--- config.mk ---
export PLATFORM = sky130hd
export DESIGN_NAME = apple_ctrl
export DESIGN_NICKNAME = d
export VERILOG_FILES = /design/src/rtl/apple_pkg.sv /design/src/rtl/apple_lfsr.sv /design/src/rtl/apple_ctrl.sv
export SDC_FILE = /design/constraint.sdc
export NUM_CORES = 1
export LEC_CHECK = 0
export ABC_AREA = 1
export CAP_MARGIN = 20
export CORE_ASPECT_RATIO = 1.75
export CORE_UTILIZATION = 48
export CTS_CLUSTER_DIAMETER = 50
export CTS_CLUSTER_SIZE = 10
export DETAILED_ROUTE_END_ITERATION = 10
export PLACE_DENSITY = 0.86
export SKIP_CTS_REPAIR_TIMING = 1
export SLEW_MARGIN = 40
export SYNTH_ARGS = -nofsm -noshare
export SYNTH_HDL_FRONTEND = slang
export SYNTH_SLANG_ARGS = --single-unit
--- constraint.sdc ---
create_clock -name pclk -period 1.22 [get_ports pclk]
set_input_delay 0.122 -clock pclk [delete_from_list [all_inputs] [get_ports pclk]]
set_output_delay 0.122 -clock pclk [all_outputs]
set_load 0.01 [all_outputs]
--- src/rtl/apple_pkg.sv ---
// Shared types and constants for the apple placement block.
// The optional scan fallback is enabled with APPLE_LINEAR_FALLBACK_EN.
package apple_pkg;

  localparam int unsigned X_W    = 7;
  localparam int unsigned Y_W    = 6;
  localparam int unsigned LFSR_W = 16;
  localparam int unsigned TRY_W  = 6;
  localparam int unsigned CNT_W  = 8;

  // Fibonacci taps 16,14,13,11 expressed as bit positions 0,2,3,5 of a right-shift register
  localparam logic [LFSR_W-1:0] LFSR_TAP_MASK     = 16'h002D;
  localparam logic [LFSR_W-1:0] LFSR_DEFAULT_SEED = 16'hACE1;

  typedef enum logic [2:0] {
    IDLE    = 3'd0,
    GEN     = 3'd1,
    CHECK   = 3'd2,
    WAIT_VB = 3'd3,
    FAIL    = 3'd4,
    SCAN    = 3'd5
  } state_e;

  typedef struct packed {
    logic [X_W-1:0] x;
    logic [Y_W-1:0] y;
  } cell_t;

  function automatic logic [LFSR_W-1:0] lfsr_step(input logic [LFSR_W-1:0] s);
    return {^(s & LFSR_TAP_MASK), s[LFSR_W-1:1]};
  endfunction

endpackage

--- src/rtl/apple_lfsr.sv ---
// Free-running 16-bit Fibonacci LFSR; loads its seed on reset and never
// accepts the all-zero lock-up state as a seed.
module apple_lfsr
  import apple_pkg::*;
#(
  parameter logic [LFSR_W-1:0] SEED = LFSR_DEFAULT_SEED
) (
  input  logic              clk_i,
  input  logic              rst_ni,
  output logic [LFSR_W-1:0] lfsr_o
);

  localparam logic [LFSR_W-1:0] SEED_EFF = (SEED == '0) ? LFSR_DEFAULT_SEED : SEED;

  logic [LFSR_W-1:0] lfsr_q;
  logic [LFSR_W-1:0] lfsr_d;

  always_comb begin
    lfsr_d = lfsr_step(lfsr_q);
  end

  always_ff @(posedge clk_i or negedge rst_ni) begin
    if (!rst_ni) begin
      lfsr_q <= SEED_EFF;
    end else begin
      lfsr_q <= lfsr_d;
    end
  end

  assign lfsr_o = lfsr_q;

endmodule

--- src/rtl/apple_ctrl.sv ---
// Apple placement sequencer: draws LFSR candidates, checks them against the snake
// occupancy store and commits a free cell during vertical blank.
// Define APPLE_LINEAR_FALLBACK_EN to raster-scan the grid once random tries run out.
module apple_ctrl
  import apple_pkg::*;
#(
  parameter int unsigned       GRID_COLS = 80,
  parameter int unsigned       GRID_ROWS = 60,
  parameter int unsigned       MAX_TRIES = 32,
  parameter logic [LFSR_W-1:0] LFSR_SEED = 16'hACE1
) (
  input  logic             pclk,
  input  logic             rst,
  input  logic             spawn_req,
  input  logic             eaten,
  input  logic             vblnk_in,
  output logic             occ_req,
  output logic [X_W-1:0]   occ_x,
  output logic [Y_W-1:0]   occ_y,
  input  logic             occ_ack,
  input  logic             occ_hit,
  output logic [X_W-1:0]   apple_x,
  output logic [Y_W-1:0]   apple_y,
  output logic             apple_valid,
  output logic             busy,
  output logic             place_fail,
  output logic [CNT_W-1:0] apple_count
);

  localparam logic [X_W:0]       COLS_L = 8'(GRID_COLS);
  localparam logic [Y_W:0]       ROWS_L = 7'(GRID_ROWS);
  localparam logic [TRY_W-1:0]   MAX_T  = 6'(MAX_TRIES);
  localparam logic [CNT_W-1:0]   CNT_MAX = '1;

`ifdef APPLE_LINEAR_FALLBACK_EN
  localparam state_e EXHAUST_ST = SCAN;
`else
  localparam state_e EXHAUST_ST = FAIL;
`endif

  logic [LFSR_W-1:0] lfsr_w;
  logic              unused_lfsr;

  state_e           state_q, state_d;
  logic             spawn_q, eaten_q;
  logic             pending_q, pending_d;
  logic [TRY_W-1:0] tries_q, tries_d;
  logic             occ_req_q, occ_req_d;
  cell_t            occ_q, occ_d;
  cell_t            apple_q, apple_d;
  logic             apple_valid_q, apple_valid_d;
  logic             place_fail_q, place_fail_d;
  logic             busy_q, busy_d;
  logic [CNT_W-1:0] count_q, count_d;

  cell_t            cand;
  logic             cand_oor;
  logic [TRY_W-1:0] tries_inc;
  logic             tries_done;

  apple_lfsr #(
    .SEED(LFSR_SEED)
  ) u_lfsr (
    .clk_i (pclk),
    .rst_ni(rst),
    .lfsr_o(lfsr_w)
  );

  assign unused_lfsr = ^{lfsr_w[15:14], lfsr_w[7]};

  assign cand       = {lfsr_w[X_W-1:0], lfsr_w[8+Y_W-1:8]};
  assign cand_oor   = ({1'b0, cand.x} >= COLS_L) || ({1'b0, cand.y} >= ROWS_L);
  assign tries_inc  = tries_q + 6'd1;
  assign tries_done = (tries_inc >= MAX_T);

`ifdef APPLE_LINEAR_FALLBACK_EN
  cell_t scan_q, scan_d;
  logic  scan_mode_q, scan_mode_d;
  logic  scan_last;
  cell_t scan_next;

  assign scan_last = (scan_q.x == 7'(GRID_COLS - 1)) && (scan_q.y == 6'(GRID_ROWS - 1));
  assign scan_next = (scan_q.x == 7'(GRID_COLS - 1)) ? {7'd0, scan_q.y + 6'd1}
                                                     : {scan_q.x + 7'd1, scan_q.y};
`endif

  // Next-state and output-register logic
  always_comb begin
    state_d       = state_q;
    pending_d     = pending_q;
    tries_d       = tries_q;
    occ_req_d     = occ_req_q;
    occ_d         = occ_q;
    apple_d       = apple_q;
    apple_valid_d = apple_valid_q;
    place_fail_d  = place_fail_q;
    count_d       = count_q;
`ifdef APPLE_LINEAR_FALLBACK_EN
    scan_d        = scan_q;
    scan_mode_d   = scan_mode_q;
`endif

    if (eaten && (count_q != CNT_MAX)) begin
      count_d = count_q + 8'd1;
    end
    if (eaten_q && (state_q != IDLE)) begin
      pending_d = 1'b1;
    end

    case (state_q)
      IDLE: begin
        if (spawn_q || eaten_q || pending_q) begin
          place_fail_d = 1'b0;
          pending_d    = 1'b0;
          tries_d      = '0;
          state_d      = GEN;
`ifdef APPLE_LINEAR_FALLBACK_EN
          scan_d       = '0;
          scan_mode_d  = 1'b0;
`endif
        end
        if (eaten_q) begin
          apple_valid_d = 1'b0;
        end
      end

      GEN: begin
        if (tries_q >= MAX_T) begin
          state_d = EXHAUST_ST;
        end else if (cand_oor) begin
          tries_d = tries_inc;
          if (tries_done) begin
            state_d = EXHAUST_ST;
          end
        end else begin
          occ_d     = cand;
          occ_req_d = 1'b1;
          state_d   = CHECK;
        end
      end

      CHECK: begin
        if (occ_ack) begin
          occ_req_d = 1'b0;
          if (!occ_hit) begin
            state_d = WAIT_VB;
`ifdef APPLE_LINEAR_FALLBACK_EN
          end else if (scan_mode_q) begin
            if (scan_last) begin
              state_d = FAIL;
            end else begin
              scan_d  = scan_next;
              state_d = SCAN;
            end
`endif
          end else begin
            tries_d = tries_inc;
            state_d = tries_done ? EXHAUST_ST : GEN;
          end
        end
      end

      WAIT_VB: begin
        if (vblnk_in) begin
          apple_d       = occ_q;
          apple_valid_d = 1'b1;
          state_d       = IDLE;
        end
      end

      FAIL: begin
        place_fail_d = 1'b1;
        state_d      = IDLE;
      end

`ifdef APPLE_LINEAR_FALLBACK_EN
      SCAN: begin
        scan_mode_d = 1'b1;
        occ_d       = scan_q;
        occ_req_d   = 1'b1;
        state_d     = CHECK;
      end
`endif

      default: begin
        state_d   = IDLE;
        occ_req_d = 1'b0;
      end
    endcase

    busy_d = (state_d != IDLE);
  end

  always_ff @(posedge pclk or negedge rst) begin
    if (!rst) begin
      state_q       <= IDLE;
      spawn_q       <= 1'b0;
      eaten_q       <= 1'b0;
      pending_q     <= 1'b0;
      tries_q       <= '0;
      occ_req_q     <= 1'b0;
      occ_q         <= '0;
      apple_q       <= '0;
      apple_valid_q <= 1'b0;
      place_fail_q  <= 1'b0;
      busy_q        <= 1'b0;
      count_q       <= '0;
`ifdef APPLE_LINEAR_FALLBACK_EN
      scan_q        <= '0;
      scan_mode_q   <= 1'b0;
`endif
    end else begin
      state_q       <= state_d;
      spawn_q       <= spawn_req;
      eaten_q       <= eaten;
      pending_q     <= pending_d;
      tries_q       <= tries_d;
      occ_req_q     <= occ_req_d;
      occ_q         <= occ_d;
      apple_q       <= apple_d;
      apple_valid_q <= apple_valid_d;
      place_fail_q  <= place_fail_d;
      busy_q        <= busy_d;
      count_q       <= count_d;
`ifdef APPLE_LINEAR_FALLBACK_EN
      scan_q        <= scan_d;
      scan_mode_q   <= scan_mode_d;
`endif
    end
  end

  assign occ_req     = occ_req_q;
  assign occ_x       = occ_q.x;
  assign occ_y       = occ_q.y;
  assign apple_x     = apple_q.x;
  assign apple_y     = apple_q.y;
  assign apple_valid = apple_valid_q;
  assign busy        = busy_q;
  assign place_fail  = place_fail_q;
  assign apple_count = count_q;

endmodule

## After elaboration in Yosys (flattened, before gate mapping)

Cells that the tools add are included.

| storage, ports and cells | value |
|---|---|
| bits in registers | 66 |
| input port bits | 7 |
| logic and storage cells | 83 |

| cells by class | value |
|---|---|
| add/sub/neg operators | 2 |
| order comparisons | 4 |
| equality and inequality tests | 13 |
| multiplexer cells | 27 |
| bitwise gates (word level) | 3 |
| reductions and logical operators | 19 |

Operators by type and width:

| kind | number |
|---|---|
| 6-bit 2-to-1 mux | 5 |
| 3-bit 2-to-1 mux | 8 |
| 6-bit >= comparator (second input constant) | 3 |
| 6-bit one-hot mux with 3 select lines | 1 |
| 2-bit != test (second input constant) | 8 |
| 16-bit parity | 1 |
| 3-bit one-hot mux with 4 select lines | 1 |
| 1-bit 2-to-1 mux | 9 |
| 3-bit nonzero test | 3 |
| 8-bit by 1-bit adder with 8-bit output (second input constant) | 1 |
| 8-bit != test (second input constant) | 1 |
| 7-bit >= comparator (second input constant) | 1 |
| 6-bit by 1-bit adder with 6-bit output (second input constant) | 1 |
| 3-bit by 2-bit equality test with 1-bit output (second input constant) | 2 |
| 3-bit AND reduction | 2 |
| 6-bit AND reduction | 1 |
| 1-bit one-hot mux with 2 select lines | 2 |
| 2-bit AND reduction | 2 |
| 4-bit AND reduction | 1 |
| 2-bit nonzero test | 2 |
| 3-bit by 1-bit equality test with 1-bit output (second input constant) | 1 |
| 3-bit equality test (second input constant) | 1 |
| 3-bit zero test | 1 |
| 1-bit logical OR | 3 |
| 4 further kinds | 7 |

## Logic depth before layout (Yosys ltp)

Gate-level depths: netlist of the first run.

| logic depth | value |
|---|---|
| word-level depth | 7 |
| mapped depth | 8 |
| depth with buffers taken out | 8 |

## By module

From an unflattened synthesis of the first run, not the netlist that was laid out.

| second synthesis, totals | value |
|---|---|
| cells, all modules | 310 |
| area total of the unflattened synthesis | 2951.6 um^2 |

By module, submodules not included:

| module | times used | cells an instance | area each (um^2) | seq. area each (um^2) |
|---|---|---|---|---|
| apple_ctrl | 1 | 262 | 2357.3 | 1251.2 |
| apple_lfsr | 1 | 48 | 594.3 | 410.4 |

## Worst setup path after synthesis of the first run

Ideal clock, no wire load.

| timing path | value |
|---|---|
| kind | register to register |
| from | register count_q[1] (netlist: apple_count[1]) |
| to | register count_q[5] (netlist: apple_count[5]) |
| setup time | 121 ps |
| arrival time | 1261 ps |
| data required time | 1099 ps |
| path slack | -163 ps |
| cell stages (with the launch flop) | 9 |
| clock period less this slack | 1383 ps |
| path through | dfrtp_1 ha_1 nand2_1 nor3_1 nand3_1 nand2_2 inv_2 nand2_1 o21ai_1 |

| on the way | value |
|---|---|
| cells in the longest elaborated chain, start to end | 2 |

RTL lines:

| what | RTL line | RTL |
|---|---|---|
| from (decl) | apple_ctrl.sv:54 | `logic [CNT_W-1:0] count_q, count_d;` |
| from (signal assigned) | apple_ctrl.sv:224 | `count_q <= count_d;` |
| parallel branches: the longest is 2 deep, another holds 8-bit by 1-bit adder with 8-bit output | - |  |

Several ways; the timed one is not identified.
A chain may end at the register's enable or synchronous reset.

## Worst setup path in the final report of the first run

| timing path | value |
|---|---|
| from | register u_lfsr.lfsr_q[13] (netlist: u_lfsr.lfsr_o[13]) |
| to | register busy_q (netlist: busy) |

| on the way | value |
|---|---|
| cells in the longest elaborated chain, start to end | 6 |

RTL lines:

| what | RTL line | RTL |
|---|---|---|
| from (decl) | apple_lfsr.sv:15 | `logic [LFSR_W-1:0] lfsr_q;` |
| from (signal assigned) | apple_lfsr.sv:26 | `lfsr_q <= lfsr_d;` |
| 6-bit >= comparator | apple_ctrl.sv:72 | `assign cand_oor = ({1'b0, cand.x} >= COLS_L) \|\| ({1'b0, cand.y} >= ROWS_L);` |
| 1-bit logical OR | apple_ctrl.sv:72 |  |
| 3-bit 2-to-1 mux | apple_ctrl.sv:130 | `end else if (cand_oor) begin` |
| 3-bit 2-to-1 mux | apple_ctrl.sv:128 | `if (tries_q >= MAX_T) begin` |
| 3-bit one-hot mux with 4 select lines | apple_ctrl.sv:110 | `case (state_q)` |
| net state_d[1] | apple_ctrl.sv:44 | `state_e state_q, state_d;` |
| 3-bit nonzero test | apple_ctrl.sv:191 | `busy_d = (state_d != IDLE);` |
| net busy_d | apple_ctrl.sv:53 | `logic busy_q, busy_d;` |
| to (signal assigned) | apple_ctrl.sv:223 | `busy_q <= busy_d;` |
| to (decl) | apple_ctrl.sv:53 |  |

The timed path passes the listed nets, and every way through them passes these cells.

==> flow_metrics.tcl, run 1 <==
set metrics [dict create \
    leakage_nw 2.59 \
    root_buffer "clkbuf_8" \
    crit_start "u_lfsr.lfsr_o[13]" \
    io_pins 45 \
    dr.pass1.iters 5 \
    synthArstFlopShare_pct 100 \
    ys_warn_count 0 \
    track_usage_pct 21.9 \
    hold_viol 0 \
    ys_types 29 \
    avgRoutedWirePerCell_um 15.6 \
    antenna_found_initial 0 \
    ir_worst_vdd_mv 1.39 \
    power_density_nw_per_um2 2080 \
    worst_pin_slew_ps 414 \
    syn-instance-count 293 \
    dp_hpwl_um 4290 \
    fin_ws_ps -219 \
    synth_edf_count 0 \
    core_area_um2 5590 \
    max_cap_violations 0 \
    cts-buffers-inserted 9 \
    reg2reg_slack_ps -220 \
    n_antenna_cell 0 \
    path_clk_slew_ps 70 \
    routed_wl_um 7360 \
    cts_buffer_depth 2 \
    synth_top_family_by_area "simple AND/OR/NAND/NOR gates" \
    drt_iter0_drc 94 \
    seq_area_um2 1670 \
    final-setup-viol-count 35 \
    instances_no_fill 473 \
    critPathMaxFanout 6 \
    syn_to_final_growth_pct 51.1 \
    grt_overflow_total 0 \
    crit_family "simple AND/OR/NAND/NOR gates" \
    htreeDepth 3 \
    synth_top_area_share_pct 52.2 \
    die_w_um 59.6 \
    rows 36 \
    grt_max_degree 28 \
    min_from "spawn_req" \
    initial_core_util_pct 49.8 \
    final_cell_mix "70 x nand2_1, 55 x dfrtp_1, 40 x buf_4" \
    die_area_um2 6120 \
    synth_top_flop_cell "dfrtp_1" \
    clock_latency_ps 340 \
    reg2reg_from "u_lfsr.lfsr_o[13]" \
    final_nets 403 \
    synth_compound_area_share_pct 6.16 \
    fin_crit_sh_pct 118 \
    dp.cells 446 \
    critPathMaxStageDelay_ps 540 \
    viasPerCell 4.97 \
    cts_tree "built" \
    yosys_register_bits 66 \
    end_kind "register" \
    yosysSeqAreaShare_pct 59.7 \
    path_buf_inv 1 \
    drt.antenna.violating_nets 0 \
    synth_top_area_cell "dfrtp_1" \
    hp-class "in -> reg" \
    synth-xor-area-share_pct 3.46 \
    skew_ps 4.80 \
    drc 0 \
    syn_area_per_cell_um2 9.50 \
    grt_setup_unrepaired "yes" \
    syn_area_um2 2780 \
    critPathSlowestCell "dfstp_2" \
    total_power_w 0.00877 \
    vias 2350 \
    synth_area_leaders "dfrtp_1 52%, nand2_1 12%, dfstp_2 7.6%" \
    cts_sinks 66 \
    criticalPathCategory "reg -> reg" \
    period_minus_slack_ps 1440 \
    drv_slew 0 \
    die_h_um 103 \
    grt_pass1_wl_um 9690 \
    failed_checks "setup timing" \
    final_common_cell "nand2_1" \
    muxShareOfSynthArea_pct 0 \
    multiInputGateArea_um2 1150 \
    grt_pass1_vias 2259 \
    synth_nets 304 \
    startpoint_type "register" \
    outcome "finished with violations" \
    crit_chain "nand4_1 -> nand2_2 -> inv_2 -> nand2_4 -> nand3b_1 -> nor2_1 -> nand2_1" \
    port_buffers 44 \
    final_util_pct 75.3 \
    fill_cells 357 \
    drive_gt1_share_pct 33.8 \
    crit_arrival_ps 1660 \
    gp_congestion 0.810 \
    slew-limit-headroom_pct 72.4 \
    synthSimpleGateAreaFrac_pct 22.7 \
    fmax_mhz 695 \
    cp.required_ps 1440 \
    yosys.area_share.adder_pct 1.80 \
]
logic make-up after synthesis:
kind of cell | after synthesis
simple gates | 142
buf+inv | 41
xor+xnor | 11
compound gates | 29
flops | 66
fa+ha+maj | 4
synthesized netlist by cell type, types with 3 or more instances:
master and number:
dfstp_2 8, nor2_1 23, xnor2_1 5, xor2_1 6, nor3_1 4, o21ai_0 15
nand2_1 88, inv_1 35, a21oi_1 8, ha_1 4, o21ai_2 3, nand3_1 15
dfrtp_1 58
path summary, 6_finish.rpt:
path	to	cells after the start
max	busy	7
min	spawn_q	1
max reg2reg	busy	7
min reg2reg	u_lfsr.lfsr_o[6]	0
max in group asynchronous	u_lfsr.lfsr_o[10]	3
min in group asynchronous	u_lfsr.lfsr_o[14]	2
flip-flops by register name, summed over array words and instances, names as in the netlist, 3 cells and up:
signal and flops:
apple_x 7, occ_x 7, apple_count 8, occ_y 6, u_lfsr.lfsr_o 16, tries_q 6, apple_y 6, state_q 3
area by class of cell:
type	count	area share, %
flip-flops and latches	66	39.6
multi-input cells	187	27.4
repair buffers	91	22.6
inverters	37	3.48
clock buffers	11	3.36
well taps	76	2.26
clock inverters	5	1.31
where the power goes:
group          switching (W)  internal [W]
Clock               0.000815      0.000992
Combinational        0.00211       0.00186
Sequential          0.000322       0.00267
Total                0.00324       0.00552
through the flow:
stage                     area [um2]  setup TNS, ps  hold slack (ps)  setup slack, ps
after floorplan                 2820           -785             -174             -120
after global placement          3620          -1120             63.4            -97.7
after detailed placement        3620          -2470             68.5             -144
after CTS                       3810          -9840             -313             -349
after global routing            4210          -7390              210             -288
final                           4210          -4480              213             -219
routing by layer:
layer	wire, um	global-route usage (%)	vias to the layer above
met4	253	14.0	0
met5	0	0	-
met1	2700	23.6	1154
li1	-	-	1109
met2	4180	37.2	66
met3	222	5.90	21
worst reg2reg max path, cell delays in order (launching register included):
cell	delay, ps
dfstp_2	540
nand4_1	130
nand2_2	120
inv_2	60
nand2_4	110
nand3b_1	150
nor2_1	140
nand2_1	90
Note: power is estimated with default switching activity, not from simulation.
==> inputs of run 2 (changes only) <==
Settings changed: SLEW_MARGIN 40 to 20.
==> results of run 2 <==
The final DEF is identical to that of run 1; final timing and power are the same.
==> inputs of run 3 (changes only) <==
Settings changed: CTS_BUF_LIST from default to sky130_fd_sc_hd__clkbuf_16.
==> run 3 against run 2 <==
Compared with the run above:
- the flow still finishes with violations (setup timing)
- flip-flop and latch count unchanged
- critical path type unchanged
- first-iteration DRC count increased by 14%
- die area did not move
- via count rose by 4.9%
- cell area increased by 3.6%
- combinational power increased by 6.8%
- sequential share of layout area is 1.4 points lower
- count of clock-buffer cells in the layout down 2
- critical path depth grew 1
- largest cell class unchanged
- global-route usage is 2.2 points higher
- wire length is 9.8% higher
- hold slack gained 22 ps
==> flow_metrics.tcl, run 3 (synthesis gave the netlist of run 1 again) <==
set metrics [dict create \
    drt_iter0_drc 107 \
    failed_checks "setup timing" \
    cts_sinks 66 \
    htreeDepth 3 \
    skew_ps 6.18 \
    grt_overflow_total 0 \
    startpoint_type "register" \
    reg2reg_slack_ps -290 \
    final_area_um2 4360 \
    final_util_pct 78.0 \
    n_antenna_cell 0 \
    final_common_cell "nand2_1" \
    seq_power_share_pct 30.8 \
    fmax_mhz 663 \
    outcome "finished with violations" \
    p_int_w 0.00619 \
    grt_pass1_wl_um 10500 \
    fin_crit_sh_pct 124 \
    avgRoutedWirePerCell_um 17.0 \
    grt_max_degree 28 \
    p_sw_w 0.00355 \
    place_area_um2 3620 \
    clock_latency_ps 330 \
    viasPerCell 5.19 \
    vias 2465 \
    io_pins 45 \
    rows 36 \
    slew-limit-headroom_pct 71.7 \
    critPathMaxFanout 5 \
    dp_hpwl_um 4290 \
    cts_buffer_depth 2 \
    end_kind "register" \
    initial_core_util_pct 49.8 \
    cts-buffers-inserted 9 \
    dr.pass1.iters 4 \
    cts_tree "built" \
    root_buffer "clkbuf_16" \
    worst_pin_slew_ps 425 \
    drv_slew 0 \
    grt_pass1_vias 2391 \
    leakage_nw 2.66 \
    dp_slack_ps -144 \
    antenna_found_initial 0 \
    instances_no_fill 475 \
    final_nets 405 \
    routed_wl_um 8080 \
    hp-class "in -> reg" \
    die_w_um 59.6 \
    die_h_um 103 \
    drive_gt1_share_pct 35.8 \
    track_usage_pct 24.1 \
    drt.antenna.violating_nets 0 \
    die_area_um2 6120 \
    ir_worst_vdd_mv 1.39 \
    path_clk_slew_ps 50 \
    hold_viol 0 \
    drc 0 \
    grt_setup_unrepaired "yes" \
    final_cell_mix "70 x nand2_1, 54 x dfrtp_1, 42 x buf_4" \
    syn_to_final_growth_pct 56.6 \
    cp.required_ps 1430 \
    crit_arrival_ps 1720 \
    total_power_w 0.00974 \
    largest_reg_flops 16 \
    port_buffers 44 \
    period_minus_slack_ps 1510 \
    max_cap_violations 0 \
    fill_cells 328 \
    power_density_nw_per_um2 2230 \
    switching_share_pct 36.5 \
    criticalPathCategory "reg -> reg" \
    final-setup-viol-count 33 \
    fin_ws_ps -289 \
    power_frac_clock_pct 25.8 \
    gp_congestion 0.810 \
    dp.cells 446 \
    core_area_um2 5590 \
    p_comb_share_pct 43.4 \
]
-- run 3: cell count changes in the layout (fill, tap and decap cells not counted), moves of 2 or more --
cell / delta
inv_1: +2
nor2_1: -4
clkbuf_8: -10
clkbuf_16: +9
inv_2: -2
a21oi_2: +3
nor2_4: +4
a21oi_1: -3
buf_4: +2
-- run 3: final cells by class --
type / count / area (um2) / share of cell area [%]
well taps: 76 / 95.1 / 2.18
clock inverters: 7 / 62.6 / 1.44
flip-flops and latches: 66 / 1670 / 38.2
multi-input cells: 187 / 1200 / 27.4
clock buffers: 9 / 225 / 5.17
inverters: 37 / 149 / 3.42
repair buffers: 93 / 963 / 22.1
-- run 3: metal layers --
metal	global-route usage, %	wire length, um	vias to the layer above
met5	0	0	-
met4	16.3	362	0
met3	7.03	269	33
met2	40.9	4470	93
met1	25.3	2970	1230
li1	-	-	1109
-- run 3: worst paths after layout --
path	startpoint	end	cells after the start
setup / recovery	apple_count[0]	apple_count[7]	8
hold / removal	spawn_req	spawn_q	1
setup reg to reg	apple_count[0]	apple_count[7]	8
hold reg to reg	u_lfsr.lfsr_o[7]	u_lfsr.lfsr_o[6]	0
max in group asynchronous	rst	u_lfsr.lfsr_o[13]	3
min in group asynchronous	rst	occ_x[4]	2
-- run 3: stage by stage --
step,setup TNS [ps],hold WS (ps)
finish,-5800,234
global route,-7740,249
CTS,-9560,-275
detailed placement,-2470,68.5
global placement,-1120,63.4
floorplan,-785,-174
-- run 3: worst max-delay path, stage by stage, from the launching register on --
cell     delay (ps)
dfrtp_1         400
ha_2            230
nand2_2          70
nor3_4          180
nand3_2         150
nand2_4         170
inv_6            60
nand2_2          70
nand2_1          60
-- run 3: power by group through the flow --
stage / clock network, W / logic (W) / registers, W
final: 0.00251 / 0.00423 / 0.00300
after CTS: 0.00250 / 0.00344 / 0.00297
after floorplan: 0 / 0.00160 / 0.00319
after global placement: 0 / 0.00328 / 0.00297
after global routing: 0.00262 / 0.00453 / 0.00304
after detailed placement: 0 / 0.00339 / 0.00299
